`config.mk`:
```
export PLATFORM = sky130hd
export DESIGN_NAME = sht40_sequencer_flat
export DESIGN_NICKNAME = d
export VERILOG_FILES = /design/src/rtl/sht40_pkg.sv /design/src/rtl/sht40_sequencer_if.sv /design/src/rtl/sht_crc8.sv /design/src/rtl/sht40_sequencer.sv /design/src/flat_wrapper.sv
export SDC_FILE = /design/constraint.sdc
export NUM_CORES = 1
export LEC_CHECK = 0
export CORE_ASPECT_RATIO = 0.75
export CORE_UTILIZATION = 59
export CTS_BUF_LIST = sky130_fd_sc_hd__clkbuf_2
export CTS_CLUSTER_SIZE = 20
export DETAILED_ROUTE_END_ITERATION = 8
export DONT_BUFFER_PORTS = 1
export GPL_TIMING_DRIVEN = 0
export HOLD_SLACK_MARGIN = 0.15
export PLACE_DENSITY_LB_ADDON = 0.12
export SLEW_MARGIN = 40
export SYNTH_ARGS = -nofsm -noshare
export SYNTH_HDL_FRONTEND = slang
export SYNTH_SLANG_ARGS = --single-unit
```
`constraint.sdc`:
```
create_clock -name clk -period 3 [get_ports clk]
set_clock_uncertainty 0.15 [all_clocks]
set_input_delay 0.45 -clock clk [delete_from_list [all_inputs] [get_ports clk]]
set_output_delay 0.45 -clock clk [all_outputs]
set_load 0.03 [all_outputs]
```
`src/rtl/sht40_pkg.sv`:
```
// Shared constants, FSM encoding and error codes for the SHT40 measurement sequencer.
package sht40_pkg;

    typedef enum logic [2:0] {
        S_IDLE,
        S_CMD_REQ,
        S_CMD_WAIT,
        S_MEAS_WAIT,
        S_RD_REQ,
        S_RD,
        S_DONE,
        S_ERR
    } state_t;

    localparam logic [7:0] CMD_MEASURE = 8'hFD;
    localparam logic [7:0] CRC_POLY    = 8'h31;
    localparam logic [7:0] CRC_INIT    = 8'hFF;
    localparam int         READ_BYTES  = 6;

    localparam logic [1:0] ERR_NONE    = 2'd0;
    localparam logic [1:0] ERR_CRC     = 2'd1;
    localparam logic [1:0] ERR_TIMEOUT = 2'd2;

endpackage

```
`src/rtl/sht40_sequencer_if.sv`:
```
// Sequencer <-> i2c_master link. "master" is the sequencer end (it issues requests),
// "slave" is the i2c_master end (it reports frame acks and received bytes).
interface sht40_sequencer_if;
    logic       Frames_Read;
    logic [7:0] Data_Received;
    logic [3:0] Output_Received_Counter;
    logic       Processor_Ready;
    logic       Read_Not_Write;
    logic [7:0] Command_Data_Frames;
    logic [2:0] I2c_Writes;
    logic [3:0] SHT_Reads;
    logic       CRC_Error;

    modport master (
        input  Frames_Read, Data_Received, Output_Received_Counter,
        output Processor_Ready, Read_Not_Write, Command_Data_Frames,
        output I2c_Writes, SHT_Reads, CRC_Error
    );

    modport slave (
        output Frames_Read, Data_Received, Output_Received_Counter,
        input  Processor_Ready, Read_Not_Write, Command_Data_Frames,
        input  I2c_Writes, SHT_Reads, CRC_Error
    );
endinterface

```
`src/rtl/sht_crc8.sv`:
```
// One-byte step of the Sensirion CRC-8 (poly 0x31, MSB first); purely combinational.
module sht_crc8
    import sht40_pkg::*;
(
    input  logic [7:0] crc_in,
    input  logic [7:0] data_in,
    output logic [7:0] crc_out
);
    always_comb begin
        crc_out = crc_in ^ data_in;
        for (int i = 0; i < 8; i++) begin
            crc_out = crc_out[7] ? ({crc_out[6:0], 1'b0} ^ CRC_POLY) : {crc_out[6:0], 1'b0};
        end
    end
endmodule

```
`src/rtl/sht40_sequencer.sv`:
```
// One SHT40 measurement per Start: command write, conversion wait, 6-byte read with CRC check.
// Moore-decoded outputs; a watchdog aborts if the master stalls in an ack/byte wait.
module sht40_sequencer
    import sht40_pkg::*;
#(
    parameter int unsigned MEAS_WAIT_CYCLES = 20000,
    parameter int unsigned TIMEOUT_CYCLES   = 65535
) (
    input  logic              clk,
    input  logic              rst,
    input  logic              Start,
    sht40_sequencer_if.master i2c,
    output logic              Busy,
    output logic [15:0]       Temp_Raw,
    output logic [15:0]       Hum_Raw,
    output logic              Data_Valid,
    output logic [1:0]        Error_Flag
);
    localparam int unsigned TMAX   = (TIMEOUT_CYCLES > MEAS_WAIT_CYCLES) ? TIMEOUT_CYCLES : MEAS_WAIT_CYCLES;
    localparam int          TW     = $clog2(TMAX + 1);
    localparam logic [2:0]  K_LAST = 3'(READ_BYTES - 1);

    state_t          state_q, state_d;
    logic [TW-1:0]   timer_q;
    logic            frame_seen_q;
    logic [2:0]      k_q;
    logic [7:0]      crc_q, crc_next;
    logic [31:0]     shift_q;
    logic [3:0]      cnt_q;
    logic [1:0]      err_cause;
    logic            byte_evt, crc_bad, timeout_hit, meas_hit, activity;

    assign byte_evt    = (i2c.Output_Received_Counter != cnt_q);
    assign crc_bad     = ((k_q == 3'd2) || (k_q == K_LAST)) && (i2c.Data_Received != crc_q);
    assign timeout_hit = (timer_q == TW'(TIMEOUT_CYCLES - 1));
    assign meas_hit    = (timer_q == TW'(MEAS_WAIT_CYCLES - 1));
    assign activity    = ((state_q == S_CMD_WAIT) && i2c.Frames_Read) || ((state_q == S_RD) && byte_evt);

    assign i2c.Command_Data_Frames = CMD_MEASURE;
    assign i2c.I2c_Writes          = 3'd1;
    assign i2c.SHT_Reads           = 4'(READ_BYTES - 1);

    sht_crc8 u_crc (
        .crc_in  (crc_q),
        .data_in (i2c.Data_Received),
        .crc_out (crc_next)
    );

    always_ff @(posedge clk or posedge rst) begin
        if (rst) state_q <= S_IDLE;
        else     state_q <= state_d;
    end

    always_comb begin
        state_d             = state_q;
        err_cause           = ERR_NONE;
        i2c.Processor_Ready = (state_q == S_CMD_REQ) || (state_q == S_RD_REQ);
        i2c.Read_Not_Write  = (state_q == S_RD_REQ);
        i2c.CRC_Error       = (state_q == S_ERR) && (Error_Flag == ERR_CRC);
        Busy                = (state_q != S_IDLE);
        Data_Valid          = (state_q == S_DONE);
        case (state_q)
            S_IDLE:      if (Start) state_d = S_CMD_REQ;
            S_CMD_REQ:   state_d = S_CMD_WAIT;
            S_CMD_WAIT: begin
                // first ack is the address, second is the command byte
                if (i2c.Frames_Read) begin
                    if (frame_seen_q) state_d = S_MEAS_WAIT;
                end else if (timeout_hit) begin
                    state_d   = S_ERR;
                    err_cause = ERR_TIMEOUT;
                end
            end
            S_MEAS_WAIT: if (meas_hit) state_d = S_RD_REQ;
            S_RD_REQ:    state_d = S_RD;
            S_RD: begin
                if (byte_evt) begin
                    if (crc_bad) begin
                        state_d   = S_ERR;
                        err_cause = ERR_CRC;
                    end else if (k_q == K_LAST) begin
                        state_d = S_DONE;
                    end
                end else if (timeout_hit) begin
                    state_d   = S_ERR;
                    err_cause = ERR_TIMEOUT;
                end
            end
            default:     state_d = S_IDLE;
        endcase
    end

    always_ff @(posedge clk or posedge rst) begin
        if (rst) begin
            timer_q      <= '0;
            frame_seen_q <= 1'b0;
            k_q          <= '0;
            crc_q        <= '0;
            shift_q      <= '0;
            cnt_q        <= '0;
            Temp_Raw     <= '0;
            Hum_Raw      <= '0;
            Error_Flag   <= ERR_NONE;
        end else begin
            cnt_q <= i2c.Output_Received_Counter;

            if ((state_d != state_q) || activity)                   timer_q <= '0;
            else if (state_q inside {S_CMD_WAIT, S_MEAS_WAIT, S_RD}) timer_q <= timer_q + TW'(1);

            if (state_q == S_CMD_REQ)                           frame_seen_q <= 1'b0;
            else if ((state_q == S_CMD_WAIT) && i2c.Frames_Read) frame_seen_q <= 1'b1;

            // data bytes shift in as {T_msb, T_lsb, H_msb, H_lsb}; CRC bytes are only compared
            if (state_q == S_RD_REQ) begin
                k_q   <= '0;
                crc_q <= CRC_INIT;
            end else if ((state_q == S_RD) && byte_evt) begin
                k_q <= k_q + 3'd1;
                if ((k_q == 3'd2) || (k_q == K_LAST)) begin
                    crc_q <= CRC_INIT;
                end else begin
                    crc_q   <= crc_next;
                    shift_q <= {shift_q[23:0], i2c.Data_Received};
                end
            end

            if ((state_q == S_RD) && (state_d == S_DONE)) begin
                Temp_Raw <= shift_q[31:16];
                Hum_Raw  <= shift_q[15:0];
            end

            if ((state_q == S_IDLE) && Start) Error_Flag <= ERR_NONE;
            else if (state_d == S_ERR)        Error_Flag <= err_cause;
        end
    end
endmodule

```
`src/flat_wrapper.sv`:
```
// flat-port wrapper written by rule: the top's interface ports become plain ports
module sht40_sequencer_flat import sht40_pkg::*;
#(
    parameter int unsigned MEAS_WAIT_CYCLES = 20000,
    parameter int unsigned TIMEOUT_CYCLES   = 65535
)
  (clk, rst, Start, Busy, Temp_Raw, Hum_Raw, Data_Valid, Error_Flag, i2c_Frames_Read, i2c_Data_Received, i2c_Output_Received_Counter, i2c_Processor_Ready, i2c_Read_Not_Write, i2c_Command_Data_Frames, i2c_I2c_Writes, i2c_SHT_Reads, i2c_CRC_Error);
  sht40_sequencer_if i2c_i ();
  input  logic clk;
  input  logic rst;
  input  logic Start;
  output logic Busy;
  output logic [15:0] Temp_Raw;
  output logic [15:0] Hum_Raw;
  output logic Data_Valid;
  output logic [1:0] Error_Flag;
  input wire logic [$bits(i2c_i.Frames_Read)-1:0] i2c_Frames_Read;
  input wire logic [$bits(i2c_i.Data_Received)-1:0] i2c_Data_Received;
  input wire logic [$bits(i2c_i.Output_Received_Counter)-1:0] i2c_Output_Received_Counter;
  output wire logic [$bits(i2c_i.Processor_Ready)-1:0] i2c_Processor_Ready;
  output wire logic [$bits(i2c_i.Read_Not_Write)-1:0] i2c_Read_Not_Write;
  output wire logic [$bits(i2c_i.Command_Data_Frames)-1:0] i2c_Command_Data_Frames;
  output wire logic [$bits(i2c_i.I2c_Writes)-1:0] i2c_I2c_Writes;
  output wire logic [$bits(i2c_i.SHT_Reads)-1:0] i2c_SHT_Reads;
  output wire logic [$bits(i2c_i.CRC_Error)-1:0] i2c_CRC_Error;
  assign i2c_i.Frames_Read = i2c_Frames_Read;
  assign i2c_i.Data_Received = i2c_Data_Received;
  assign i2c_i.Output_Received_Counter = i2c_Output_Received_Counter;
  assign i2c_Processor_Ready = i2c_i.Processor_Ready;
  assign i2c_Read_Not_Write = i2c_i.Read_Not_Write;
  assign i2c_Command_Data_Frames = i2c_i.Command_Data_Frames;
  assign i2c_I2c_Writes = i2c_i.I2c_Writes;
  assign i2c_SHT_Reads = i2c_i.SHT_Reads;
  assign i2c_CRC_Error = i2c_i.CRC_Error;
  sht40_sequencer #(.MEAS_WAIT_CYCLES(MEAS_WAIT_CYCLES), .TIMEOUT_CYCLES(TIMEOUT_CYCLES)) u_core (.clk(clk), .rst(rst), .Start(Start), .i2c(i2c_i), .Busy(Busy), .Temp_Raw(Temp_Raw), .Hum_Raw(Hum_Raw), .Data_Valid(Data_Valid), .Error_Flag(Error_Flag));
endmodule
```
After elaboration in Yosys (flattened, before gate mapping):

Cells that the tools add are included.

* input port bits: 16
* logic and storage cells: 91
* register bits: 101
* output and inout port bits: 54

* eq/ne operators: 17
* add/subtract/negate cells: 2
* muxes and demuxes: 33
* reduce and logical (&&, ||, !) cells: 18
* bitwise operators: 11

Operators with widths (count)
* $mux W6: 8
* $mux W16: 2
* $mux W3: 10
* $mux W8: 3
* $not A3 Y3: 8
* $eq A3 B3 Y1 const B: 7
* $pmux W3 S6: 1
* $add A16 B1 Y16 const B: 1
* $eq A16 B15 Y1 const B: 1
* $eq A16 B16 Y1 const B: 1
* $mux W2: 5
* $eq A3 B2 Y1 const B: 3
* $ne A8 B8 Y1: 1
* $reduce_bool A2 Y1: 4
* $xor A8 B8 Y8: 1
* $logic_and A1 B1 Y1: 6
* $reduce_bool A3 Y1: 2
* $logic_or A1 B1 Y1: 4
* $ne A4 B4 Y1: 1
* $pmux W2 S2: 1
* $add A3 B1 Y3 const B: 1
* $eq A3 B1 Y1 const B: 1
* $logic_not A3 Y1: 1
* $mux W1: 3
* 4 further kinds: 5

Logic depth before layout (Yosys ltp):

* depth in word-level cells: 20
* gate-level depth with buffers: 10
* mapped depth without buffers: 9

By module:

From an unflattened synthesis, not the netlist that was laid out.

* cell total of the unflattened synthesis: 446
* area, all modules: 4769.6 µm²

Modules (own cells, without submodules)
* sht40_sequencer: area each 4554.4 µm², instances 1, seq. area each 2527.4 µm², cells an instance 427
* sht_crc8: area each 215.2 µm², instances 1, seq. area each 0.0 µm², cells an instance 19

Worst setup path after synthesis:

Ideal clock, no wire load.

* path type: register -> register
* from: register u_core.timer_q[0]
* to: register u_core.Hum_Raw[4]
* path slack: 199 ps
* required time: 2722 ps
* cell stages (with the launch flop): 9
* arrival: 2524 ps
* buffers on the path: 1
* setup time: 128 ps
* period minus slack after synthesis: 2801 ps
* cells stage by stage: dfrtp_1 -> ha_1 -> or4bb_1 -> nor4_4 -> o22ai_1 -> nor4_2 -> nand2_1 -> buf_2 -> mux2_1

* longest elaborated chain between the ends: 6
* elaborated cells between the ends (all ways): 9
* classes of those cells: eq/ne: 3; mux: 5; reduce/logical: 1

RTL lines
* start: declaration: RTL line sht40_sequencer.sv:24 `logic [TW-1:0] timer_q;`
* start signal: assignment: RTL line sht40_sequencer.sv:108 `else if (state_q inside {S_CMD_WAIT, S_MEAS_WAIT, S_RD}) timer_q <= timer_q + TW'(1);`
* $eq A16 B16 Y1: RTL line sht40_sequencer.sv:35 `assign timeout_hit = (timer_q == TW'(TIMEOUT_CYCLES - 1));`
* $mux W3: RTL line sht40_sequencer.sv:69, sht40_sequencer.sv:84
* $mux W3, on equally long branches: RTL line sht40_sequencer.sv:77, sht40_sequencer.sv:67
* $pmux W3 S6 *: RTL line sht40_sequencer.sv:62 `case (state_q)`
* $eq A3 B3 Y1 *: RTL line sht40_sequencer.sv:127 `if ((state_q == S_RD) && (state_d == S_DONE)) begin`
* $logic_and A1 B1 Y1 *: RTL line sht40_sequencer.sv:127
* end signal: assignment: RTL line sht40_sequencer.sv:129 `Hum_Raw <= shift_q[15:0];`
* end: declaration: RTL line sht40_sequencer.sv:15 `output logic [15:0] Hum_Raw,`

Mark *: on every way between the ends. The rest lies on a longest branch, timed or not.
A chain may end at the register's enable or synchronous reset.

Worst setup path in the final report:

* from: register u_core.timer_q[12]
* to: register u_core.timer_q[9]

* longest elaborated chain between the ends: 7
* elaborated cells between the ends (all ways): 11
* classes of those cells: eq/ne: 3; mux: 6; reduce/logical: 2

RTL lines
* $eq A16 B16 Y1: RTL line sht40_sequencer.sv:35
* $mux W3: RTL line sht40_sequencer.sv:69, sht40_sequencer.sv:84
* $mux W3, on equally long branches: RTL line sht40_sequencer.sv:77, sht40_sequencer.sv:67
* $pmux W3 S6 *: RTL line sht40_sequencer.sv:62
* via u_core.state_d[0]: RTL line sht40_sequencer.sv:23 `state_t state_q, state_d;`
* $ne A3 B3 Y1 *: RTL line sht40_sequencer.sv:107 `if ((state_d != state_q) || activity) timer_q <= '0;`
* $logic_or A1 B1 Y1 *: RTL line sht40_sequencer.sv:107
* $mux W16 / $reduce_bool A2 Y1 (equally long branches)

Mark *: on every way through the listed nets, which the timed path passes. The rest lies on a longest branch.

==> metrics <==
outcome=completed; relative slew slack=approximately half; HP Start=i2c_Output_Received_Counter[3]; Worst-Margin Slew=772 ps; Clk pwr share=14.8%; most used cell, CP=buf_4; post-synthesis instance total=~370; Distinct cells, synth=46; core area=between 7000 and 8000 µm²; crit path cell chain=or4b_4 > nor4_4 > o22ai_1 > nor4_2 > buf_4 > inv_2 > mux2_4 > buf_4 > nor3_2; Arr. time, crit path=3220 ps; startpoint types=flip-flop; drt total wl=8.92 mm; clock sink count=between 100 and 150; Seq/Total Area, Yosys=about 54%; most common cell after layout, fill and taps aside=dfrtp_1; worst r2r path cells=9; drt initial violations=between 90 and 100; Hold Path Depth=3; WP depth=9; Cell Pwr Density=856 nW/µm²; DIE AREA=between 8000 and 9000 µm²; DRC=0; worst path bufs/invs=3; Die H=between 70 and 80 µm; Worst Path Required=3330 ps; Synth-to-Final Area Change=15.8%; Synth Flop Type=dfrtp_1; TritonCTS buffer count=9; via/cell ratio=5.49; share of layout cells above drive strength 1=31.9%; Seq pwr share=between 50% and 60%; # IOs=70; first-pass GRT wire length=approximately 15 mm; crit path max-delay cell type=or4b_4; Async SR Flop Fraction=between 90% and 100%; type of the worst min-delay path=input pin to flip-flop; initial antenna violation count=0; fin cells=528; Slew Limit Fails=0; clock buffer depth=2; Horiz. Die Dim=about 100 µm; nets=443; YS warnings=0; R2R Path Start=u_core.timer_q[12]; clock root cell=clkbuf_2; Worst-path clk slew=280 ps; FP Rows=27; Comb pwr share=about 30%; WS Path Type=flip-flop to flip-flop; critical path's top delay family=simple AND/OR/NAND/NOR gates; Final Wtd Congestion=0.868; setup TNS=0 ps; Pwr Total=between 4000 and 5000 µW; TritonCTS clock tree=done; Sw Pwr=1870 µW; vias=a little under 3000; vias in the first global route=a little under 3000; global route overflow=0; P_int=around 2800 µW; largest net degree at the start of global routing=22; GRT Total Usage=23.5%; placed cell count=approximately 490; Post-synth EDFFs=0; post-route antenna net violation count=0; Initial Util=roughly 62%; Worst Setup End Kind=flip-flop; Skew-Pair Late Insertion Delay=roughly 560 ps; detailed-placement wirelength estimate=6.15 mm; drt first pass iters=4; htree depth=3; CP max stage delay=about 560 ps; final hold vios=0; register bit total from synthesis=around 100; Net Sw Frac=about two fifths; min Tclk post-route=2890 ps; Crit Path Max Fanout=6; commonest non-fill, non-tap cells in the layout=dfrtp_1 (100), mux2_2 (60), xnor2_1 (29); max frequency=approximately 350 MHz; routed len/inst=about 17 µm; Synth Area per Inst=12.7 µm²; Post-Synthesis Cell Area=4670 µm²; n_diodes=0; Final period util=a little over nine tenths; Worst R2R Setup Slack=110 ps; Port Buffer Count=0; worst reg2reg endpoint=u_core.timer_q[9]; max-cap viol count=0; Peak VDD IR=0.545 mV; final setup fails=0; RSZ-0062 raised after global routing=yes; Pleak=approximately 0.0024 µW; Min-Delay Endpoint=u_core.k_q[1]
final cells by class:
cell class	count	area, µm²
fill	523	2090
tap	101	126
multi-input combinational	241	2020
inverter	11	45.0
clock buffer	9	45.0
clock inverter	7	82.6
timing repair buffer	31	373
sequential	101	2530
buffer	27	186
worst max-delay path by stage:
stage                       start                 end  slack, ps
2_1_floorplan   u_core.timer_q[0]   u_core.Hum_Raw[4]        200
3_3_place_gp    u_core.timer_q[0]  u_core.Temp_Raw[5]       -120
3_5_place_dp    u_core.timer_q[0]  u_core.Temp_Raw[5]       -180
4_1_cts         u_core.timer_q[3]   u_core.Hum_Raw[2]         -4
5_1_grt         u_core.timer_q[6]   u_core.Hum_Raw[2]        -20
6_report       u_core.timer_q[12]   u_core.timer_q[9]        110
per-layer routing:
metal	GRT usage (%)	share of wire (%)	vias to the layer above
met1	32.9	48	1428
met2	36.1	45	90
met4	6.76	0.75	0
li1	-	-	1372
met5	0	0	-
met3	6.57	6.2	9
sequential cells by signal, summed over array words and instances, names as in the netlist:
register / flops
u_core.Error_Flag: 2
u_core.k_q: 3
u_core.frame_seen_q: 1
u_core.shift_q: 32
u_core.Hum_Raw: 16
u_core.timer_q: 16
u_core.crc_q: 8
u_core.Temp_Raw: 16
u_core.state_q: 3
u_core.cnt_q: 4
worst min-delay path, stage by stage:
cell      delay (ps)
xnor2_1           90
a41oi_4          250
a211oi_1         120
power groups by stage:
stage / Clock, µW / Combinational (µW) / Sequential, µW
global placement: 0 / 1220 / 2560
CTS: 707 / 1400 / 2540
global route: 761 / 1510 / 2630
floorplan: 0 / 1100 / 2440
detailed placement: 0 / 1290 / 2580
finish: 686 / 1390 / 2560
repair_timing:
item                                    in CTS  in global routing
endpoints found under the setup margin      44                 42
pin swaps                                    5                  3
hold endpoints to repair                    76                 12
setup buffers                                7                  3
hold buffers                                15                  1
gates resized for setup                      8                  8
cell usage after synthesis, types with 2 or more instances:
master | count | area share (%)
a211oi_1 | 3 | 0.48
a21oi_1 | 8 | 0.86
and4_1 | 3 | 0.56
buf_1 | 4 | 0.32
buf_2 | 4 | 0.43
buf_4 | 15 | 2.4
clkbuf_1 | 4 | 0.32
conb_1 | 2 | 0.16
dfrtp_1 | 101 | 54
ha_1 | 5 | 1.3
inv_1 | 10 | 0.80
mux2_1 | 4 | 0.97
mux2_2 | 60 | 14
nand2_1 | 17 | 1.4
nand2b_1 | 3 | 0.40
nand3_1 | 10 | 1.1
nand4_1 | 8 | 1.1
nor2_1 | 12 | 0.97
nor3_1 | 4 | 0.43
nor3_2 | 10 | 2.1
nor3b_1 | 3 | 0.48
o211a_1 | 2 | 0.43
o21a_1 | 3 | 0.48
o21ai_0 | 4 | 0.43
o22a_1 | 8 | 1.5
xnor2_1 | 29 | 5.4
xor2_1 | 13 | 2.4
cells by family (layout without fill, tap and decap cells):
group	Yosys count	count (layout)	share of synthesized area (%)
simple gates	81	81	10.9
other cells	2	15	0.161
xor+xnor	42	42	7.88
compound gates	33	33	5.17
buf+inv	39	85	4.61
mux	65	65	15.8
flops	101	101	54.2
fa+ha+maj	5	5	1.34
per-stage QoR:
step / util (%) / area [µm²] / setup slack (ps) / hold WS (ps)
3_5_place_dp: 66.4 / 4980 / -183 / 214
6_report: 72.1 / 5410 / 108 / 193
3_3_place_gp: 64.6 / 4850 / -123 / 332
4_1_cts: 71.3 / 5350 / -4.16 / 151
5_1_grt: 72.1 / 5410 / -17.5 / 156
2_1_floorplan: - / 4720 / 199 / 321
No activity file was read; power rests on OpenSTA's default activity.
